<file path="src/rtl/sbus_to_sram_wait_pkg.sv">
// Shared definitions for sbus-to-SRAM bridges: bus widths, lane masks,
// FSM state encodings and the size/offset to lane-mask decoder.
package sbus_to_sram_wait_pkg;

  localparam int W_ADDR          = 32;
  localparam int W_DATA          = 32;
  localparam int SBUS_MAX_RD_LAT = 8;

  typedef logic [3:0] lane_t;

  // FSM encodings kept as plain constants for compatibility with older tools
  localparam logic [0:0] S_IDLE  = 1'b0;
  localparam logic [0:0] S_RWAIT = 1'b1;

  // Decode access size and byte offset into a byte-lane mask; 0 means misaligned
  function automatic lane_t size_to_lane(input logic [1:0] size, input logic [1:0] addr_lo);
    lane_t lane;
    lane = '0;
    case (size)
      2'b00: lane = lane_t'(4'b0001 << addr_lo);
      2'b01: begin
        if (addr_lo == 2'd0)      lane = 4'b0011;
        else if (addr_lo == 2'd2) lane = 4'b1100;
      end
      2'b10: begin
        if (addr_lo == 2'd0) lane = 4'b1111;
      end
      default: lane = '0;
    endcase
    return lane;
  endfunction

  // Index of the lowest enabled lane; an empty mask maps to lane 0
  function automatic logic [1:0] lane_low(input lane_t lane);
    logic [1:0] idx;
    idx = 2'd0;
    if (lane[0])      idx = 2'd0;
    else if (lane[1]) idx = 2'd1;
    else if (lane[2]) idx = 2'd2;
    else if (lane[3]) idx = 2'd3;
    return idx;
  endfunction

endpackage

</file>
<file path="src/rtl/sbus_to_sram_wait_lane_align.sv">
// Byte-lane alignment: lane mask generation, write data shift into lanes and
// read data extraction (masked to the access width, shifted down, zero-extended).
module sbus_lane_align
  import sbus_to_sram_wait_pkg::*;
(
  input  logic [1:0]        size_i,
  input  logic [1:0]        addr_lo_i,
  input  logic [W_DATA-1:0] wdata_i,
  input  lane_t             rd_lane_i,
  input  logic [W_DATA-1:0] rdata_i,
  output lane_t             lane_o,
  output logic [W_DATA-1:0] wdata_o,
  output logic [W_DATA-1:0] rdata_o
);

  logic [4:0]        wr_shift;
  logic [4:0]        rd_shift;
  logic [W_DATA-1:0] rd_masked;

  assign lane_o   = size_to_lane(size_i, addr_lo_i);
  assign wr_shift = {lane_low(lane_o), 3'b000};
  assign rd_shift = {lane_low(rd_lane_i), 3'b000};

  // Keep only the bytes of the captured access so narrow loads zero-extend
  genvar gi;
  generate
    for (gi = 0; gi < 4; gi++) begin : g_rd_mask
      assign rd_masked[gi*8 +: 8] = rdata_i[gi*8 +: 8] & {8{rd_lane_i[gi]}};
    end
  endgenerate

  assign wdata_o = wdata_i << wr_shift;
  assign rdata_o = rd_masked >> rd_shift;

endmodule

</file>
<file path="src/rtl/sbus_to_sram_wait.sv">
// sbus slave to synchronous SRAM bridge with RD_LAT-cycle read latency,
// stall generation while a read is in flight and misaligned-access rejection.
module sbus_to_sram_wait
  import sbus_to_sram_wait_pkg::*;
#(
  parameter int RD_LAT = 1,
  parameter int CNT_W  = $clog2(RD_LAT + 1)
) (
  input  logic              clk,
  input  logic              rst,
  input  logic              sbus_en,
  input  logic              sbus_we,
  input  logic [1:0]        sbus_size,
  input  logic [W_ADDR-1:0] sbus_addr,
  input  logic [W_DATA-1:0] sbus_data_w,
  output logic [W_DATA-1:0] sbus_data_r,
  output logic              sbus_stall,
  output logic              sram_en,
  output logic [3:0]        sram_we,
  output logic [W_ADDR-1:0] sram_addr,
  output logic [W_DATA-1:0] sram_wdata,
  input  logic [W_DATA-1:0] sram_rdata,
  output logic              misalign
);

  logic [0:0]       state_q, state_d;
  logic [CNT_W-1:0] cnt_q, cnt_d;
  lane_t            lane_q, lane_d;
  lane_t            req_lane;

  sbus_lane_align u_align (
    .size_i    (sbus_size),
    .addr_lo_i (sbus_addr[1:0]),
    .wdata_i   (sbus_data_w),
    .rd_lane_i (lane_q),
    .rdata_i   (sram_rdata),
    .lane_o    (req_lane),
    .wdata_o   (sram_wdata),
    .rdata_o   (sbus_data_r)
  );

  assign sram_addr = {sbus_addr[W_ADDR-1:2], 2'b00};

  // Request decode, wait counting and output drive; outputs held quiet in reset
  always_comb begin
    state_d    = state_q;
    cnt_d      = cnt_q;
    lane_d     = lane_q;
    sbus_stall = 1'b0;
    sram_en    = 1'b0;
    sram_we    = 4'b0000;
    misalign   = 1'b0;
    case (state_q)
      S_IDLE: begin
        if (sbus_en) begin
          lane_d = req_lane;
          if (req_lane == 4'b0000) begin
            misalign = 1'b1;
          end else if (sbus_we) begin
            sram_en = 1'b1;
            sram_we = req_lane;
          end else begin
            sram_en = 1'b1;
            if (RD_LAT > 1) begin
              sbus_stall = 1'b1;
              cnt_d      = CNT_W'(RD_LAT - 1);
              state_d    = S_RWAIT;
            end
          end
        end
      end
      S_RWAIT: begin
        cnt_d = cnt_q - CNT_W'(1);
        if (cnt_q > CNT_W'(1)) sbus_stall = 1'b1;
        else                   state_d    = S_IDLE;
      end
      default: state_d = S_IDLE;
    endcase
    if (!rst) begin
      sbus_stall = 1'b0;
      sram_en    = 1'b0;
      sram_we    = 4'b0000;
      misalign   = 1'b0;
    end
  end

  // State registers; reset discards any in-flight read
  always_ff @(posedge clk or negedge rst) begin
    if (!rst) begin
      state_q <= S_IDLE;
      cnt_q   <= '0;
      lane_q  <= '0;
    end else begin
      state_q <= state_d;
      cnt_q   <= cnt_d;
      lane_q  <= lane_d;
    end
  end

endmodule

</file>
<file path="config.mk">
export PLATFORM = sky130hd
export DESIGN_NAME = sbus_to_sram_wait
export DESIGN_NICKNAME = d
export VERILOG_FILES = /design/src/rtl/sbus_to_sram_wait_pkg.sv /design/src/rtl/sbus_to_sram_wait_lane_align.sv /design/src/rtl/sbus_to_sram_wait.sv
export SDC_FILE = /design/constraint.sdc
export NUM_CORES = 1
export LEC_CHECK = 0
export CORE_AREA = 2 2 80 82
export CTS_CLUSTER_SIZE = 8
export DETAILED_ROUTE_END_ITERATION = 12
export DIE_AREA = 0 0 82 84
export GPL_TIMING_DRIVEN = 0
export HOLD_SLACK_MARGIN = 0.03
export PLACE_DENSITY = 0.86
export SLEW_MARGIN = 20
export SYNTH_ARGS = -nofsm -noshare
export SYNTH_HDL_FRONTEND = slang
export SYNTH_SLANG_ARGS = --single-unit
</file>
<file path="constraint.sdc">
create_clock -name clk -period 3.4 [get_ports clk]
set_clock_uncertainty 0.2 [all_clocks]
set_input_delay 0.51 -clock clk [delete_from_list [all_inputs] [get_ports clk]]
set_output_delay 0.51 -clock clk [all_outputs]
set_load 0.005 [all_outputs]
</file>
==> impl_table.tex <==
\begin{tabular}{lr}
\hline
Metric & Value \\
\hline
\multicolumn{2}{l}{\textbf{Global route}} \\
Met3 capacity usage during global routing & 5.303\% \\
GRT busiest layer & met2 \\
Total gr overflow & 0 \\
Met1 global-route usage & 19.88\% \\
Initial antenna violation count & 0 \\
GR met2 Demand/Resource & 40.21\% \\
Global-route usage over all layers & 20.58\% \\
Wire length of the first global-routing pass & 11440 um \\
Vias in the first global route & 2496 \\
Largest net degree at the start of global routing & 11 \\
\multicolumn{2}{l}{\textbf{CTS}} \\
Hold buffer count at cts & 0 \\
Clock transition at the registers of the reported paths & 0.03 ns \\
Buffers from clock root to sink, at most & 2 \\
Cell chosen for the clock root & sky130\_fd\_sc\_hd\_\_clkbuf\_8 \\
Clock Sink Count & 4 \\
Insertion delay of the later-clocked pin in the worst-skew pair & 0.22 ns \\
TritonCTS clock tree & done \\
Number of buffers added by the clock tree synthesis step & 3 \\
CTS H-tree lvls & 1 \\
\multicolumn{2}{l}{\textbf{Placed design}} \\
Gpl congestion & 0.8632 \\
Area after detailed placement & 3551 um\^{}2 \\
Placed Instances & 496 \\
Placed wire-length estimate & 6294 um \\
Setup slack after placement & 0.06383 ns \\
Quantity of I/O buffers inserted on ports & 170 \\
\multicolumn{2}{l}{\textbf{Setup path}} \\
CP Data Required Time & 2.69 ns \\
Worst-case register-to-register setup slack & 1.87 ns \\
Crit path capture type & output port \\
Worst Setup Start Kind & primary input \\
Worst R2R End & lane\_q[0] \\
R2R cell count & 3 \\
Crit path max fanout & 10 \\
Worst setup path category & in -> out \\
Startpoint of the most critical register-to-register path & lane\_q[0] \\
Arrival time of data at the critical path endpoint & 2.57 ns \\
\multicolumn{2}{l}{\textbf{Floorplan}} \\
Starting utilization of the core area & 28.63\% \\
Die area & 6888 um\^{}2 \\
Die Y-Extent & 84 um \\
IO Count & 205 \\
Placeable core region & 6096 um\^{}2 \\
Number of placement rows & 29 \\
Width of the chip & 82 um \\
\multicolumn{2}{l}{\textbf{Timing}} \\
Worst path setup slack after routing & 0.1233 ns \\
RSZ-0062 raised after global routing & no \\
Transition time at the pin with the least slew margin & 0.7373 ns \\
Slew margin rel. & 50.85\% \\
Clock period minus worst slack & 3.277 ns \\
Max-slew violations & 0 \\
Final hold viol count & 0 \\
Final setup violation count & 0 \\
Maximum operating frequency & 0.3052 GHz \\
Final Cycle Share & 96.37\% \\
Sum of negative setup slack & 0 ns \\
\multicolumn{2}{l}{\textbf{Routing}} \\
DRC Markers & 0 \\
Final routed wirelength across all metal layers & 7682 um \\
Mean routed wirelength per cell & 15.39 um \\
Drt via density & 5.154 \\
Via total after detailed routing & 2572 \\
Initial DRC Count & 62 \\
Number of antenna-violating nets in the routed design & 0 \\
Count of TritonRoute iterations in the first routing pass & 5 \\
\multicolumn{2}{l}{\textbf{Cells and area}} \\
Net total in the final layout & 526 \\
Proportion of layout cells with a drive suffix above 1 & 13.03\% \\
Top Registers & lane\_q (4) \\
Final core area utilization & 59.05\% \\
Final non-filler cell total & 499 \\
Register name with the most flops & lane\_q \\
Largest register FFs & 4 \\
Finished Cell Area & 3600 um\^{}2 \\
Most common cell after layout, fill and taps aside & sky130\_fd\_sc\_hd\_\_clkdlybuf4s50\_1 \\
Highest-count cells in the layout ignoring fill and taps & sky130\_fd\_sc\_hd\_\_clkdlybuf4s50\_1, sky130\_fd\_sc\_hd\_\_buf\_4, sky130\_fd\_sc\_hd\_\_mux2i\_1 \\
Area delta synth->final & 106.2\% \\
Number of inserted diodes & 0 \\
\multicolumn{2}{l}{\textbf{Yosys}} \\
Syn Std Cell Area & 1745 um\^{}2 \\
Syn avg cell area & 7.066 um\^{}2 \\
Count of unique library cells instantiated by Yosys & 36 \\
Share of the yosys chip area belonging to registers & 5.735\% \\
Number of instances in the synthesized netlist & 247 \\
Warning count from the yosys run & 0 \\
Number of synthesized register bits & 4 \\
\multicolumn{2}{l}{\textbf{Min path}} \\
Type of the tightest min-delay check & in -> async \\
\multicolumn{2}{l}{\textbf{Power}} \\
Leak pwr & 1.371 nW \\
Areal power density over the cells & 195.9 nW/um\^{}2 \\
Maximum VDD drop & 0.1078 mV \\
\multicolumn{2}{l}{\textbf{Flow run}} \\
Max-Cap Viols & 0 \\
\multicolumn{2}{l}{\textbf{Run status}} \\
Status & complete, no violations \\
\hline
\end{tabular}
## logic make-up (layout without fill, tap and decap cells)
kind of cell / after synthesis / after routing / share of synthesized area, %
AO/OA/AOI/OAI: 67 / 67 / 27.31
other: 1 / 3 / 0.2148
buffers and inverters: 57 / 230 / 22.15
multiplexers: 34 / 34 / 19.64
AND/OR/NAND/NOR: 83 / 83 / 24.44
XOR/XNOR: 1 / 1 / 0.5019
flip-flops: 4 / 4 / 5.735
## power by group
part           switching [mW]  internal, mW
combinational           0.214         0.338
clock                  0.0235        0.0754
sequential            0.00217        0.0522
total                   0.240         0.465
## routing by layer
| metal | vias up | part of all wire, % |
|---|---|---|
| met5 | - | 0 |
| li1 | 1212 | - |
| met4 | 0 | 2.3 |
| met2 | 180 | 52 |
| met3 | 16 | 11 |
| met1 | 1164 | 34 |
## cell usage after synthesis
| library cell | instances | area [um^2] |
|---|---|---|
| sky130_fd_sc_hd__nor3_2 | 1 | 10.01 |
| sky130_fd_sc_hd__and3_1 | 8 | 50.05 |
| sky130_fd_sc_hd__buf_1 | 1 | 3.750 |
| sky130_fd_sc_hd__a22o_1 | 8 | 70.07 |
| sky130_fd_sc_hd__mux2i_1 | 32 | 320.3 |
| sky130_fd_sc_hd__nor3_1 | 2 | 10.01 |
| sky130_fd_sc_hd__xor2_1 | 1 | 8.760 |
| sky130_fd_sc_hd__buf_4 | 36 | 270.3 |
| sky130_fd_sc_hd__o31ai_1 | 8 | 60.06 |
| sky130_fd_sc_hd__inv_1 | 1 | 3.750 |
| sky130_fd_sc_hd__nand2b_1 | 4 | 25.02 |
| sky130_fd_sc_hd__nor2b_1 | 12 | 75.07 |
| sky130_fd_sc_hd__nand3_1 | 1 | 5.000 |
| sky130_fd_sc_hd__nor4b_1 | 1 | 8.760 |
| sky130_fd_sc_hd__o21ai_1 | 8 | 40.04 |
| sky130_fd_sc_hd__clkbuf_1 | 9 | 33.78 |
| sky130_fd_sc_hd__a221oi_1 | 16 | 140.1 |
| sky130_fd_sc_hd__nor4bb_1 | 2 | 20.02 |
| sky130_fd_sc_hd__o21a_1 | 1 | 7.510 |
| sky130_fd_sc_hd__buf_2 | 8 | 40.04 |
| sky130_fd_sc_hd__a211oi_1 | 1 | 7.510 |
| sky130_fd_sc_hd__mux2_2 | 2 | 22.52 |
| sky130_fd_sc_hd__conb_1 | 1 | 3.750 |
| sky130_fd_sc_hd__buf_8 | 1 | 15.01 |
| sky130_fd_sc_hd__o22ai_1 | 2 | 12.51 |
| sky130_fd_sc_hd__a21oi_2 | 1 | 8.760 |
| sky130_fd_sc_hd__nor3b_2 | 2 | 25.02 |
| sky130_fd_sc_hd__a21boi_0 | 8 | 60.06 |
| sky130_fd_sc_hd__and2_1 | 2 | 12.51 |
| sky130_fd_sc_hd__o21ai_0 | 10 | 50.05 |
| sky130_fd_sc_hd__a21oi_1 | 4 | 20.02 |
| sky130_fd_sc_hd__buf_12 | 1 | 20.02 |
| sky130_fd_sc_hd__or3b_1 | 1 | 8.760 |
| sky130_fd_sc_hd__dfrtp_1 | 4 | 100.1 |
| sky130_fd_sc_hd__nor2_1 | 21 | 78.83 |
| sky130_fd_sc_hd__nand2_1 | 26 | 97.59 |
## how the worst max path moves through the flow
stage / slack (ns) / to / depth (start not counted) / startpoint
after floorplan: 1.31 / sram_wdata[24] / 4 / sbus_size[0]
after global placement: 0.08 / sram_wdata[31] / 6 / sbus_size[1]
after detailed placement: 0.06 / sram_wdata[31] / 6 / sbus_size[1]
after CTS: 0.07 / sram_wdata[29] / 6 / sbus_size[1]
after global routing: 0.03 / sram_wdata[23] / 6 / sbus_addr[0]
final: 0.12 / sram_wdata[23] / 6 / sbus_addr[0]
## through the flow
stage	power, mW	hold slack, ns
2_1_floorplan	0.2704	0.01441
3_3_place_gp	0.5945	0.5520
3_5_place_dp	0.6015	0.5575
4_1_cts	0.7050	0.3300
5_1_grt	0.7513	0.3477
6_report	0.7050	0.3305
## layout make-up
cell class | instances | area, um^2
Multi-Input combinational cell | 188 | 1274
Timing Repair Buffer | 170 | 1702
Buffer | 56 | 382.9
Fill cell | 530 | 2496
Inverter | 1 | 3.754
Sequential cell | 4 | 100.1
Tap cell | 77 | 96.34
Clock buffer | 3 | 41.29
## critical path: stages
cell and delay [ns]:
sky130_fd_sc_hd__clkdlybuf4s50_1 0.52, sky130_fd_sc_hd__buf_2 0.24, sky130_fd_sc_hd__nor3b_2 0.51, sky130_fd_sc_hd__nand2_1 0.11
sky130_fd_sc_hd__o21ai_1 0.14, sky130_fd_sc_hd__clkdlybuf4s50_1 0.54
## repair_timing
action                                  in CTS  in global routing
gates resized for setup                      0                  1
buffers inserted                             0                  0
hold endpoints to repair                     0                  0
endpoints found under the setup margin       0                  3
Note: power is estimated with default switching activity, not from simulation.
